[src/rtl/instr_mem_loader_pkg.sv]
// Shared instruction-memory constants and the loader state encoding.
// Widths here are common to the fetch stage and the image loader.
package instr_mem_loader_pkg;

  localparam int INSTR_W         = 19;
  localparam int INSTR_ADDR_W    = 10;
  localparam int NUM_INSTRS      = 512;
  localparam int BYTES_PER_INSTR = (INSTR_W + 7) / 8;
  localparam int ASM_W           = 8 * BYTES_PER_INSTR;
  localparam int BIDX_W          = (BYTES_PER_INSTR > 1) ? $clog2(BYTES_PER_INSTR) : 1;

  typedef enum logic [1:0] {
    ST_IDLE,
    ST_LOAD,
    ST_WRITE,
    ST_DONE
  } loader_state_e;

endpackage

[src/rtl/instr_mem_loader_if.sv]
// Byte stream in, instruction-memory write port and core hold out.
// Master is the stream source / memory side, slave is the loader.
interface instr_mem_loader_if;

  logic                                    load_start;
  logic [7:0]                              rx_data;
  logic                                    rx_valid;
  logic                                    rx_ready;
  logic                                    mem_we;
  logic [instr_mem_loader_pkg::INSTR_ADDR_W-1:0] mem_waddr;
  logic [instr_mem_loader_pkg::INSTR_W-1:0]      mem_wdata;
  logic                                    core_hold;
  logic                                    load_done;
  logic                                    pad_error;

  modport master (
    output load_start, rx_data, rx_valid,
    input  rx_ready, mem_we, mem_waddr, mem_wdata, core_hold, load_done, pad_error
  );

  modport slave (
    input  load_start, rx_data, rx_valid,
    output rx_ready, mem_we, mem_waddr, mem_wdata, core_hold, load_done, pad_error
  );

endinterface

[src/rtl/instr_mem_loader_byte_assembler.sv]
// Packs stream bytes LSB-first into one instruction word and flags nonzero pad bits.
// word/pad_bad already include the byte presented this cycle, so the caller can latch them on the final accept.
module instr_byte_assembler
  import instr_mem_loader_pkg::*;
(
  input  logic               clock,
  input  logic               reset,
  input  logic               clear,
  input  logic               accept,
  input  logic [7:0]         byte_in,
  output logic               last_byte,
  output logic [INSTR_W-1:0] word,
  output logic               pad_bad
);

  logic [BIDX_W-1:0] idx_q, idx_d;
  logic [ASM_W-1:0]  asm_q, asm_d;
  logic [ASM_W-1:0]  merged;

  assign last_byte = (idx_q == BIDX_W'(BYTES_PER_INSTR - 1));

  always_comb begin
    merged = asm_q;
    for (int k = 0; k < BYTES_PER_INSTR; k++) begin
      if (idx_q == BIDX_W'(k)) begin
        merged[8*k +: 8] = byte_in;
      end
    end

    idx_d = idx_q;
    asm_d = asm_q;
    if (clear) begin
      idx_d = '0;
      asm_d = '0;
    end else if (accept) begin
      // The completed word leaves through 'word'; start the next one empty.
      if (last_byte) begin
        idx_d = '0;
        asm_d = '0;
      end else begin
        idx_d = idx_q + BIDX_W'(1);
        asm_d = merged;
      end
    end
  end

  assign word    = merged[INSTR_W-1:0];
  assign pad_bad = |(merged >> INSTR_W);

  always_ff @(posedge clock or posedge reset) begin
    if (reset) begin
      idx_q <= '0;
      asm_q <= '0;
    end else begin
      idx_q <= idx_d;
      asm_q <= asm_d;
    end
  end

endmodule

[src/rtl/instr_mem_loader.sv]
// Fills instruction memory from a byte stream while holding the core; one write per assembled word.
// Final byte in cycle N -> mem_we in N+1; rx_ready only in LOAD, so the source holds bytes otherwise.
module instr_mem_loader
  import instr_mem_loader_pkg::*;
#(
  parameter int NUM_INSTRS = instr_mem_loader_pkg::NUM_INSTRS
) (
  input  logic               clock,
  input  logic               reset,
  instr_mem_loader_if.slave  bus
);

  localparam logic [INSTR_ADDR_W-1:0] LAST_ADDR = INSTR_ADDR_W'(NUM_INSTRS - 1);

  loader_state_e           state_q, state_d;
  logic [INSTR_ADDR_W-1:0] addr_q, addr_d;
  logic                    mem_we_q, mem_we_d;
  logic [INSTR_ADDR_W-1:0] mem_waddr_q, mem_waddr_d;
  logic [INSTR_W-1:0]      mem_wdata_q, mem_wdata_d;
  logic                    core_hold_q, core_hold_d;
  logic                    load_done_q, load_done_d;
  logic                    pad_error_q, pad_error_d;

  logic               asm_clear;
  logic               asm_accept;
  logic               last_byte;
  logic               pad_bad;
  logic [INSTR_W-1:0] asm_word;

  assign bus.rx_ready = (state_q == ST_LOAD);
  assign asm_accept   = bus.rx_valid && (state_q == ST_LOAD);

  instr_byte_assembler u_asm (
    .clock     (clock),
    .reset     (reset),
    .clear     (asm_clear),
    .accept    (asm_accept),
    .byte_in   (bus.rx_data),
    .last_byte (last_byte),
    .word      (asm_word),
    .pad_bad   (pad_bad)
  );

  always_comb begin
    state_d     = state_q;
    addr_d      = addr_q;
    mem_we_d    = 1'b0;
    mem_waddr_d = mem_waddr_q;
    mem_wdata_d = mem_wdata_q;
    core_hold_d = core_hold_q;
    load_done_d = 1'b0;
    pad_error_d = pad_error_q;
    asm_clear   = 1'b0;

    unique case (state_q)
      ST_IDLE: begin
        core_hold_d = 1'b0;
        if (bus.load_start) begin
          state_d     = ST_LOAD;
          core_hold_d = 1'b1;
          addr_d      = '0;
          pad_error_d = 1'b0;
          asm_clear   = 1'b1;
        end
      end
      ST_LOAD: begin
        // Write strobe and data are registered here so they appear in the WRITE cycle.
        if (asm_accept && last_byte) begin
          state_d     = ST_WRITE;
          mem_we_d    = 1'b1;
          mem_waddr_d = addr_q;
          mem_wdata_d = asm_word;
          if (pad_bad) begin
            pad_error_d = 1'b1;
          end
        end
      end
      ST_WRITE: begin
        if (addr_q == LAST_ADDR) begin
          state_d     = ST_DONE;
          load_done_d = 1'b1;
        end else begin
          state_d = ST_LOAD;
          addr_d  = addr_q + INSTR_ADDR_W'(1);
        end
      end
      ST_DONE: begin
        state_d     = ST_IDLE;
        core_hold_d = 1'b0;
      end
      default: begin
        state_d = ST_IDLE;
      end
    endcase
  end

  always_ff @(posedge clock or posedge reset) begin
    if (reset) begin
      state_q     <= ST_IDLE;
      addr_q      <= '0;
      mem_we_q    <= 1'b0;
      mem_waddr_q <= '0;
      mem_wdata_q <= '0;
      core_hold_q <= 1'b0;
      load_done_q <= 1'b0;
      pad_error_q <= 1'b0;
    end else begin
      state_q     <= state_d;
      addr_q      <= addr_d;
      mem_we_q    <= mem_we_d;
      mem_waddr_q <= mem_waddr_d;
      mem_wdata_q <= mem_wdata_d;
      core_hold_q <= core_hold_d;
      load_done_q <= load_done_d;
      pad_error_q <= pad_error_d;
    end
  end

  assign bus.mem_we    = mem_we_q;
  assign bus.mem_waddr = mem_waddr_q;
  assign bus.mem_wdata = mem_wdata_q;
  assign bus.core_hold = core_hold_q;
  assign bus.load_done = load_done_q;
  assign bus.pad_error = pad_error_q;

endmodule

[src/flat_wrapper.sv]
// flat-port wrapper written by rule: the top's interface ports become plain ports
module instr_mem_loader_flat import instr_mem_loader_pkg::*;
#(
  parameter int NUM_INSTRS = instr_mem_loader_pkg::NUM_INSTRS
)
  (clock, reset, bus_load_start, bus_rx_data, bus_rx_valid, bus_rx_ready, bus_mem_we, bus_mem_waddr, bus_mem_wdata, bus_core_hold, bus_load_done, bus_pad_error);
  instr_mem_loader_if bus_i ();
  input  logic clock;
  input  logic reset;
  input wire logic [$bits(bus_i.load_start)-1:0] bus_load_start;
  input wire logic [$bits(bus_i.rx_data)-1:0] bus_rx_data;
  input wire logic [$bits(bus_i.rx_valid)-1:0] bus_rx_valid;
  output wire logic [$bits(bus_i.rx_ready)-1:0] bus_rx_ready;
  output wire logic [$bits(bus_i.mem_we)-1:0] bus_mem_we;
  output wire logic [$bits(bus_i.mem_waddr)-1:0] bus_mem_waddr;
  output wire logic [$bits(bus_i.mem_wdata)-1:0] bus_mem_wdata;
  output wire logic [$bits(bus_i.core_hold)-1:0] bus_core_hold;
  output wire logic [$bits(bus_i.load_done)-1:0] bus_load_done;
  output wire logic [$bits(bus_i.pad_error)-1:0] bus_pad_error;
  assign bus_i.load_start = bus_load_start;
  assign bus_i.rx_data = bus_rx_data;
  assign bus_i.rx_valid = bus_rx_valid;
  assign bus_rx_ready = bus_i.rx_ready;
  assign bus_mem_we = bus_i.mem_we;
  assign bus_mem_waddr = bus_i.mem_waddr;
  assign bus_mem_wdata = bus_i.mem_wdata;
  assign bus_core_hold = bus_i.core_hold;
  assign bus_load_done = bus_i.load_done;
  assign bus_pad_error = bus_i.pad_error;
  instr_mem_loader #(.NUM_INSTRS(NUM_INSTRS)) u_core (.clock(clock), .reset(reset), .bus(bus_i));
endmodule
[config.mk]
export PLATFORM = sky130hd
export DESIGN_NAME = instr_mem_loader_flat
export DESIGN_NICKNAME = d
export VERILOG_FILES = /design/src/rtl/instr_mem_loader_pkg.sv /design/src/rtl/instr_mem_loader_if.sv /design/src/rtl/instr_mem_loader_byte_assembler.sv /design/src/rtl/instr_mem_loader.sv /design/src/flat_wrapper.sv
export SDC_FILE = /design/constraint.sdc
export NUM_CORES = 1
export LEC_CHECK = 0
export CAP_MARGIN = 10
export CORE_ASPECT_RATIO = 0.9
export CORE_MARGIN = 10
export CORE_UTILIZATION = 52
export DETAILED_ROUTE_END_ITERATION = 8
export GPL_TIMING_DRIVEN = 0
export PLACE_DENSITY = 0.79
export SKIP_CTS_REPAIR_TIMING = 1
export SLEW_MARGIN = 20
export SYNTH_ARGS = -nofsm -noshare
export SYNTH_HDL_FRONTEND = slang
export SYNTH_SLANG_ARGS = --single-unit
[constraint.sdc]
create_clock -name clock -period 1.9 [get_ports clock]
set_input_delay 0.19 -clock clock [delete_from_list [all_inputs] [get_ports clock]]
set_output_delay 0.19 -clock clock [all_outputs]
set_load 0.1 [all_outputs]
==> impl_metrics.csv <==
group,metric,value,unit
status,outcome,"completed",
power,leakage,2.31,nW
global_route,grt_pass1_vias,2097,
worst_setup_path,crit_required,2.13,ns
timing,hold_viol_final,0,
finish,areaGrowthSynthToFinish,36.9,%
logic_synthesis,yosys.area_share.simple,21.4,%
logic_synthesis,synthAdderAreaFrac,2.80,%
clocking,root_buffer,"clkbuf_8",
power,sw_frac_of_total,45.3,%
worst_setup_path,crit_fanout,10,
logic_synthesis,syn_inst,264,
worst_setup_path,worstSetupPathType,"reg2reg",
worst_setup_path,crit_path_end_kind,"register",
global_route,grt_overflow,0,
global_route,track_usage,15.9,%
power,clkPwrFrac,23.2,%
power,p_int,0.00337,W
logic_synthesis,synth_top_family_by_area,"simple AND/OR/NAND/NOR gates",
timing,finalSetupTns,0,ns
power,p_total,0.00616,W
worst_setup_path,cpPeakStageDelay,0.43,ns
clocking,cts_sinks,63,
drt,drt-initial-drc-count,104,
floorplanning,start_util,54.4,%
logic_synthesis,ys_seq_area_share,58.9,%
logic_synthesis,synth_common_cells,"89 x nand2_1, 63 x dfrtp_1, 18 x a22o_1",
timing,fmaxAchievable,552,MHz
finish,layout-drive-gt1-share,13.9,%
timing,rsz0062_at_grt,"no",
flow_run,max_cap_violations,0,
floorplanning,die_h,88.1,um
logic_synthesis,yosys.area.top_type,"dfrtp_1",
clocking,htreeDepth,3,
worst_setup_path,critPathArrivalTime,2.04,ns
drt,vias,2147,
logic_synthesis,synthXorXnorAreaFrac,0.654,%
power,vdd_drop_max,1.08,mV
power,powerDensity,1680,nW/um^2
place,gp_congestion,0.805,
place,io_buffers,45,
logic_synthesis,ys_ff_latch,63,
clocking,numCtsBuffers,9,
drt,wl_per_cell,17.0,um
timing,drv_slew,0,
floorplanning,ios,46,
finish,diodes,0,
logic_synthesis,synth_edf_count,0,
global_route,grt_pass1_wl,10.4,mm
place,hpwlAfterDp,4.60,mm
timing,slew_headroom,34.5,%
drt,drc,0,
clocking,clkTransAtPathRegs,0.08,ns
logic_synthesis,synth_flop_cell,"dfrtp_1",
logic_synthesis,synth_area_leaders,"dfrtp_1 59%, nand2_1 12%, a22o_1 5.9%",
finish,fin_cells,396,
finish,post-route-util,74.5,%
worst_setup_path,rr_worst_depth,5,
timing,fin_crit,1.81,ns
power,p_comb_share,45.1,%
logic_synthesis,avgSynthCellArea,10.1,um^2
timing,final.setup_skew,0.00698,ns
floorplanning,die-area,8430,um^2
drt,via_per_inst,5.42,
worst_setup_path,critPathSlowestCell,"o311a_1",
worst_setup_path,start_kind,"register",
global_route,grt_max_degree,33,
drt,drtPass1Iterations,6,
logic_synthesis,yosysWarnings,0,
logic_synthesis,syn_area,2680,um^2
power,power_frac_seq,31.7,%
logic_synthesis,syn_nets,282,
power,p_sw,0.00279,W
logic_synthesis,synthMuxAreaShare,1.54,%
floorplanning,die_w,95.7,um
worst_setup_path,reg2reg_setup_slack,0.09,ns
logic_synthesis,synthArstFlopShare,100,%
worst_setup_path,path_cells,"ha_2 -> nand3_4 -> o311a_1 -> clkbuf_4 -> mux2_2",
drt,wl,6.73,mm
floorplanning,coreArea,4920,um^2
logic_synthesis,yosysMostFrequentCell,"nand2_1",
logic_synthesis,synth_top_area_share,58.9,%
timing,whs,0.200,ns
timing,setup_violations,0,
logic_synthesis,ys_types,37,
floorplanning,row_count,24,
logic_synthesis,synth_compound_area_share,12.5,%
clocking,clock_latency,0.35,ns
finish,nets,344,
timing,worst_pin_slew,0.981,ns
place,dp_cells,375,
timing,fin_crit_sh,95.3,%
clocking,cts_tree,"yes",
global_route,antenna_found_initial,0,
finish,fillers,361,
clocking,clock_path_buffers,2,
min_path,worstHoldPathType,"in2async",
drt,ant_nets,0,
## final cells by class
class / instances / area (um^2) / area share [%]
plain buffers: 7 / 35.0 / 0.955
flip-flops and latches: 63 / 1580 / 43.1
well taps: 65 / 81.3 / 2.22
multi-input cells: 186 / 1110 / 30.2
inverters: 7 / 28.8 / 0.785
repair buffers: 52 / 593 / 16.2
clock inverters: 7 / 120 / 3.28
clock buffers: 9 / 124 / 3.38
## registers in the layout, indices dropped and copies added, names as in the netlist
register	cells
u_core.state_q	2
u_core.bus.mem_wdata	19
u_core.bus.load_done	1
u_core.addr_q	10
u_core.bus.mem_waddr	10
u_core.u_asm.idx_q	2
u_core.bus.mem_we	1
u_core.u_asm.asm_q	16
u_core.bus.core_hold	1
u_core.bus.pad_error	1
## power groups by stage
stage,clock network [W],registers (W),logic (W)
floorplan,0,0.00303,0.000913
global placement,0,0.00195,0.00256
detailed placement,0,0.00198,0.00262
CTS,0.00145,0.00195,0.00263
global route,0.00151,0.00199,0.00294
finish,0.00143,0.00195,0.00278
## cell usage in the layout, fill, tap and decap left out, types with 4 or more instances in the layout
master and count:
nand2_1 89, a22o_1 18, dlymetal6s2s_1 33, dfrtp_1 61
nand2b_1 4, o21ai_0 13, inv_1 5, nor2_1 9
clkbuf_8 9, clkdlybuf4s50_1 11, buf_4 6, a21oi_1 8
## per-stage QoR
stage	worst slack (ns)	area, um^2
finish	0.0890	3670
floorplan	0.0770	2690
global placement	-0.936	3220
global route	0.00995	3670
CTS	-0.547	3490
detailed placement	-0.191	3250
## routing by layer
layer,GRT usage (%),vias to the layer above,wire [um]
met5,0,-,0
met4,5.22,0,105
met3,5.47,8,401
met2,25.2,70,3250
met1,20.0,1039,2970
li1,-,1030,-
## cells by family (layout without fill, tap and decap cells)
kind of cell / after synthesis / in the layout
simple gates: 126 / 126
flops: 63 / 63
compound gates: 48 / 48
buf+inv: 15 / 82
fa+ha+maj: 6 / 6
mux: 4 / 4
xor+xnor: 2 / 2
## worst max-delay path, delay by kind of cell, from the launching register on
family | cells | cell delay [ns]
muxes | 1 | 0.27
AOI/OAI and AO/OA | 1 | 0.43
and+or+nand+nor | 1 | 0.14
adders and majority gates | 1 | 0.25
buffers and inverters | 1 | 0.20
DFF | 1 | 0.42
## path summary, 6_finish.rpt
kind	start	endpoint
worst max register to register	u_core.addr_q[0]	u_core.addr_q[0]
worst min-delay path	reset	u_core.bus.mem_wdata[15]
worst min register to register	u_core.bus.mem_wdata[3]	u_core.bus.mem_wdata[3]
max in group asynchronous	reset	u_core.state_q[0]
worst max-delay path	u_core.addr_q[0]	u_core.addr_q[0]
min in group clock	u_core.bus.mem_wdata[3]	u_core.bus.mem_wdata[3]
(Power assumes the default switching activity.)
